File: config.mk
export PLATFORM = sky130hd
export DESIGN_NAME = hex_entry
export DESIGN_NICKNAME = d
export VERILOG_FILES = /design/src/rtl/hex_entry_pkg.sv /design/src/rtl/hex_entry_btn.sv /design/src/rtl/hex_entry.sv
export SDC_FILE = /design/constraint.sdc
export NUM_CORES = 1
export LEC_CHECK = 0
export BUFFER_PORTS_ARGS = -buffer_cell sky130_fd_sc_hd__buf_2
export CAP_MARGIN = 20
export CORE_MARGIN = 5
export CORE_UTILIZATION = 45
export CTS_CLUSTER_DIAMETER = 50
export CTS_CLUSTER_SIZE = 12
export DETAILED_ROUTE_END_ITERATION = 10
export PLACE_DENSITY_LB_ADDON = 0.25
export SKIP_CTS_REPAIR_TIMING = 1
export SYNTH_ARGS = -nofsm -noshare
export SYNTH_HDL_FRONTEND = slang
export SYNTH_SLANG_ARGS = --single-unit
File: constraint.sdc
create_clock -name clk -period 4 [get_ports clk]
set_clock_uncertainty 0.2 [all_clocks]
set_input_delay 0.2 -clock clk [delete_from_list [all_inputs] [get_ports clk]]
set_output_delay 0.2 -clock clk [all_outputs]
set_load 0.02 [all_outputs]
File: src/rtl/hex_entry_pkg.sv
// Shared constants for the hex word editor: button indices, default
// timing parameters and the width of the millisecond counters.
package hex_entry_pkg;

  localparam int unsigned NUM_BTN = 5;

  localparam int unsigned UP = 0;
  localparam int unsigned DN = 1;
  localparam int unsigned LT = 2;
  localparam int unsigned RT = 3;
  localparam int unsigned OK = 4;

  localparam int unsigned DEB_MS_DEF     = 20;
  localparam int unsigned REP_DLY_MS_DEF = 500;
  localparam int unsigned REP_PER_MS_DEF = 100;

  // 10 bits covers up to 1023 ms
  localparam int unsigned CNT_W = 10;

endpackage

File: src/rtl/hex_entry_btn.sv
// One push button: 2-FF synchronizer, ce1ms-based debouncer, rising-edge
// event and optional hold-to-repeat event generation.
module btn_debounce
  import hex_entry_pkg::*;
#(
  parameter int unsigned DEB_MS     = DEB_MS_DEF,
  parameter int unsigned REP_DLY_MS = REP_DLY_MS_DEF,
  parameter int unsigned REP_PER_MS = REP_PER_MS_DEF,
  parameter bit          REPEAT     = 1'b0
) (
  input  logic clk,
  input  logic rst,
  input  logic ce1ms,
  input  logic btn,
  output logic lvl,
  output logic ev
);

  localparam logic [CNT_W-1:0] DEB_LIM = CNT_W'(DEB_MS);
  localparam logic [CNT_W-1:0] DLY_LIM = CNT_W'(REP_DLY_MS);
  // Reloading to DLY-PER makes later repeats land every PER ms.
  localparam logic [CNT_W-1:0] RELOAD  = CNT_W'(REP_DLY_MS - REP_PER_MS);

  logic             sync1_q, sync1_d;
  logic             sync2_q, sync2_d;
  logic             lvl_q, lvl_d;
  logic             ev_q, ev_d;
  logic [CNT_W-1:0] cnt_q, cnt_d;
  logic [CNT_W-1:0] hold_q, hold_d;

  always_comb begin
    sync1_d = btn;
    sync2_d = sync1_q;
    lvl_d   = lvl_q;
    cnt_d   = cnt_q;
    hold_d  = hold_q;
    ev_d    = 1'b0;

    if (ce1ms) begin
      if (sync2_q != lvl_q) begin
        if (cnt_q + 1'b1 == DEB_LIM) begin
          lvl_d = ~lvl_q;
          cnt_d = '0;
        end else begin
          cnt_d = cnt_q + 1'b1;
        end
      end else begin
        cnt_d = '0;
      end

      if (REPEAT && lvl_q) begin
        if (hold_q + 1'b1 == DLY_LIM) begin
          ev_d   = 1'b1;
          hold_d = RELOAD;
        end else begin
          hold_d = hold_q + 1'b1;
        end
      end
    end

    if (!lvl_q) begin
      hold_d = '0;
    end

    if (lvl_d && !lvl_q) begin
      ev_d = 1'b1;
    end
  end

  always_ff @(posedge clk or posedge rst) begin
    if (rst) begin
      sync1_q <= 1'b0;
      sync2_q <= 1'b0;
      lvl_q   <= 1'b0;
      ev_q    <= 1'b0;
      cnt_q   <= '0;
      hold_q  <= '0;
    end else begin
      sync1_q <= sync1_d;
      sync2_q <= sync2_d;
      lvl_q   <= lvl_d;
      ev_q    <= ev_d;
      cnt_q   <= cnt_d;
      hold_q  <= hold_d;
    end
  end

  assign lvl = lvl_q;
  assign ev  = ev_q;

endmodule

File: src/rtl/hex_entry.sv
// Button-driven 16-bit hex word editor: five debounced buttons edit one
// nibble at a time under a cursor; ok commits the word with a strobe.
module hex_entry
  import hex_entry_pkg::*;
#(
  parameter int unsigned DEB_MS     = DEB_MS_DEF,
  parameter int unsigned REP_DLY_MS = REP_DLY_MS_DEF,
  parameter int unsigned REP_PER_MS = REP_PER_MS_DEF
) (
  input  logic        clk,
  input  logic        rst,
  input  logic        ce1ms,
  input  logic        btn_up,
  input  logic        btn_dn,
  input  logic        btn_lt,
  input  logic        btn_rt,
  input  logic        btn_ok,
  output logic [15:0] dat,
  output logic [1:0]  ptr,
  output logic [15:0] word,
  output logic        stb
);

  logic [NUM_BTN-1:0] btn_raw;
  logic [NUM_BTN-1:0] btn_lvl_unused;
  logic [NUM_BTN-1:0] ev;

  assign btn_raw = {btn_ok, btn_rt, btn_lt, btn_dn, btn_up};

  for (genvar i = 0; i < NUM_BTN; i++) begin : g_btn
    btn_debounce #(
      .DEB_MS     (DEB_MS),
      .REP_DLY_MS (REP_DLY_MS),
      .REP_PER_MS (REP_PER_MS),
      .REPEAT     ((i == UP) || (i == DN))
    ) u_btn (
      .clk   (clk),
      .rst   (rst),
      .ce1ms (ce1ms),
      .btn   (btn_raw[i]),
      .lvl   (btn_lvl_unused[i]),
      .ev    (ev[i])
    );
  end

  logic [15:0] dat_q, dat_d;
  logic [1:0]  ptr_q, ptr_d;
  logic [15:0] word_q, word_d;
  logic        stb_q, stb_d;
  logic [3:0]  nib;

  always_comb begin
    dat_d  = dat_q;
    ptr_d  = ptr_q;
    word_d = word_q;
    stb_d  = 1'b0;
    nib    = dat_q[{ptr_q, 2'b00} +: 4];

    // Commit takes priority and drops every other event in the same cycle.
    if (ev[OK]) begin
      word_d = dat_q;
      stb_d  = 1'b1;
    end else begin
      if (ev[UP] ^ ev[DN]) begin
        dat_d[{ptr_q, 2'b00} +: 4] = ev[UP] ? nib + 4'd1 : nib - 4'd1;
      end
      if (ev[LT] ^ ev[RT]) begin
        ptr_d = ev[LT] ? ptr_q + 2'd1 : ptr_q - 2'd1;
      end
    end
  end

  always_ff @(posedge clk or posedge rst) begin
    if (rst) begin
      dat_q  <= '0;
      ptr_q  <= '0;
      word_q <= '0;
      stb_q  <= 1'b0;
    end else begin
      dat_q  <= dat_d;
      ptr_q  <= ptr_d;
      word_q <= word_d;
      stb_q  <= stb_d;
    end
  end

  assign dat  = dat_q;
  assign ptr  = ptr_q;
  assign word = word_q;
  assign stb  = stb_q;

endmodule

==> run_results.csv <==
group,metric,value,unit
run_status,outcome,"finished clean",
placement,portBuffers,42,
timing,setup_viol,0,
finish,area_growth,16.2,%
worst_setup_path,path_buf_inv,1,
drt,drc_errors,0,
die,core_area,13900,um2
yosys,netlist.area_leader.share,48.6,%
placement,dp_cells,834,
die,die-area,16800,um2
drt,viasPerCell,5.78,
clocking,cts_tree,"done",
global_route,grt_pass1_vias,4937,
timing,fin_crit_sh,65.8,%
power_and_ir_drop,leakage,3.38,nW
worst_setup_path,critical_path_arrival,2.73,ns
finish,final_cells,873,
yosys,netlist_top_cells_area,"dfrtp_1 (49%), nand3_1 (4.0%), nand2_1 (3.8%)",
yosys,synth_area_leader_cell,"dfrtp_1",
clocking,htreeDepth,4,
power_and_ir_drop,ir_drop,0.000229,V
placement,place_congestion,0.901,
global_route,grt_max_degree,83,
worst_setup_path,path_class,"register to register",
clocking,cts_sinks,125,
drt,drt_wl_total,13300,um
yosys,synth_fp_nets,660,
finish,drive_gt1_share,17.0,%
placement,post-place-ws,1.40,ns
timing,slew_violations,0,
die,core.rowCount,43,
clocking,clkSlewWorstSetupHoldPaths,0.06,ns
timing,max_slew_margin,45.0,%
hold_path,hold_class,"input pin to register",
global_route,grt_pass1_wl,23000,um
timing,final_hold_viol_count,0,
yosys,netlist_instances,637,
yosys,avgSynthCellArea,10.1,um2
global_route,gr-usage-all-layers,16.7,%
timing,max_freq,380,MHz
worst_setup_path,worstPathRequired,4.10,ns
worst_setup_path,endpoint_kind,"register",
yosys,synthesis.area,6440,um2
yosys,synth_edf_count,0,
timing,fin_ws,1.37,ns
yosys,yosysSeqAreaShare,48.6,%
worst_setup_path,cp_cell_sequence,"mux4_2, inv_1, fa_1, nand2b_1, o41ai_1",
global_route,grt-ovfl-total,0,
drt,drt-pass1-iter-count,4,
yosys,synth_ff_type,"dfrtp_1",
drt,dr_total_vias,5046,
yosys,synth_warnings,0,
yosys,ys_ff_latch,125,
worst_setup_path,slowest_stage,"dfrtp_1",
die,start_util,46.2,%
drt,wire_per_inst,15.3,um
die,die_width,130,um
finish,antenna_cells,0,
clocking,clk_path_buf_depth,2,
timing,finalSetupTns,0,ns
flow_run,cap_violations,0,
worst_setup_path,cp_top_family,"flip-flops",
clocking,cts_buffers,17,
yosys,synth-async-reset-ratio,100,%
yosys,ys_types,58,
clocking,clock_latency,0.42,ns
die,die_h,130,um
power_and_ir_drop,power,3.03,mW
timing,rsz0062_at_grt,"false",
worst_setup_path,slowest_delay,0.65,ns
placement,place_hpwl,8940,um
drt,ant_nets,0,
drt,initialDrtViolationCount,431,
worst_setup_path,cp-start-kind,"register",
finish,nets,703,
worst_setup_path,path_max_fanout,13,
die,io_pins,43,
power_and_ir_drop,powerDensity,405,nW/um2
timing,tightest_slew,0.824,ns
finish,fill_cells,1201,
timing,min_period,2.63,ns
global_route,antenna_found_initial,0,
clocking,cts.root.buffer_cell,"clkbuf_16",
## cell type report
| type | instances | area [um2] | area share (%) |
|---|---|---|---|
| clock buffer | 18 | 439 | 5.87 |
| timing repair buffer | 51 | 325 | 4.35 |
| tap | 180 | 225 | 3.01 |
| clock inverter | 14 | 159 | 2.13 |
| multi-input combinational | 471 | 3150 | 42.1 |
| sequential | 125 | 3130 | 41.8 |
| inverter | 14 | 55.1 | 0.736 |
## tightest hold or removal path: cells and delay by family
kind | cells | cell delay, ns
buffers and inverters | 1 | 0.22
and+or+nand+nor | 2 | 0.22
## power by group
part | total, mW | switching, mW | internal [mW] | leakage [nW]
clock network | 1.53 | 0.582 | 0.944 | 0.288
logic | 0.173 | 0.107 | 0.0660 | 1.39
registers | 1.33 | 0.0345 | 1.29 | 1.70
## flip-flops by register name, summed over array words and instances (netlist names)
register             flops
dat                     16
g_btn.u_btn.cnt_q       50
g_btn.u_btn.ev           5
g_btn.u_btn.hold_q      20
g_btn.u_btn.lvl          5
g_btn.u_btn.sync1_q      5
g_btn.u_btn.sync2_q      5
ptr                      2
stb                      1
word                    16
## cells by family (layout without fill, tap and decap cells)
logic type	after synthesis	in the layout	share of synthesized area [%]
AOI/OAI and AO/OA	133	133	14.5
xor gates and xnor gates	30	30	4.08
adders and majority gates	15	15	3.03
buffers and inverters	41	97	2.53
DFF	125	125	48.6
muxes	31	31	6.07
and+or+nand+nor	262	262	21.2
## routing by layer
| metal | wire length, um | track usage (%) | vias up |
|---|---|---|---|
| met2 | 6320 | 26.9 | 113 |
| li1 | - | - | 2447 |
| met5 | 0 | 0 | - |
| met4 | 220 | 6.48 | 0 |
| met3 | 660 | 4.99 | 19 |
| met1 | 6140 | 21.4 | 2467 |
## through the flow
| step | hold WS [ns] | area, um2 | util (%) |
|---|---|---|---|
| after global placement | 0.107 | 6790 | 48.7 |
| after detailed placement | 0.109 | 6790 | 48.7 |
| after global routing | 0.0683 | 7480 | 53.7 |
| after floorplan | 0.0314 | 6440 | - |
| after CTS | -0.334 | 7390 | 53.0 |
| final | 0.0638 | 7480 | 53.7 |
## cells in the final DEF, fill, tap and decap left out, types with 4 or more instances in the layout
| cell type | instances |
|---|---|
| dfrtp_1 | 125 |
| nand2_1 | 66 |
| nand3_1 | 51 |
| o21ai_0 | 46 |
| buf_2 | 42 |
| nor2_1 | 31 |
| nand4_1 | 21 |
| mux2_2 | 21 |
| o31ai_1 | 17 |
| a22o_1 | 17 |
| clkbuf_16 | 17 |
| xnor2_1 | 16 |
| and2_1 | 15 |
| xor2_1 | 14 |
| ha_1 | 14 |
| nor3_1 | 12 |
| inv_1 | 12 |
| and3_1 | 10 |
| a21oi_1 | 9 |
| or3_1 | 8 |
| nor2b_1 | 7 |
| nor4_1 | 7 |
| o41ai_1 | 7 |
| nand2b_1 | 6 |
| a31oi_1 | 6 |
| dlygate4sd3_1 | 6 |
| nand3b_1 | 5 |
| or2_2 | 5 |
| a21o_1 | 5 |
| inv_6 | 5 |
| mux4_2 | 4 |
| nor3b_1 | 4 |
| clkinv_4 | 4 |
## final timing paths
kind,from,end,slack (ns),depth (start not counted)
setup reg to reg,ptr[0],dat[9],1.37,5
hold reg to reg,g_btn[3].u_btn.sync1_q,g_btn[3].u_btn.sync2_q,0.15,0
max in group asynchronous,rst,g_btn[0].u_btn.cnt_q[2],2.83,4
setup / recovery,ptr[0],dat[9],1.37,5
hold / removal,ce1ms,g_btn[2].u_btn.ev,0.06,3
min in group asynchronous,rst,g_btn[2].u_btn.cnt_q[9],0.16,3
## synth_stat cells, types with 8 or more instances
| master | number |
|---|---|
| o21ai_0 | 46 |
| clkbuf_1 | 23 |
| a22o_1 | 17 |
| xor2_1 | 14 |
| nand2_1 | 66 |
| or3_1 | 8 |
| mux2_2 | 21 |
| a21oi_1 | 9 |
| and3_1 | 10 |
| xnor2_1 | 16 |
| and2_1 | 15 |
| nor2_1 | 31 |
| dfrtp_1 | 125 |
| inv_1 | 13 |
| o31ai_1 | 17 |
| nand3_1 | 51 |
| nor3_1 | 12 |
| nand4_1 | 21 |
| ha_1 | 14 |
Note: power is estimated with default switching activity, not from simulation.
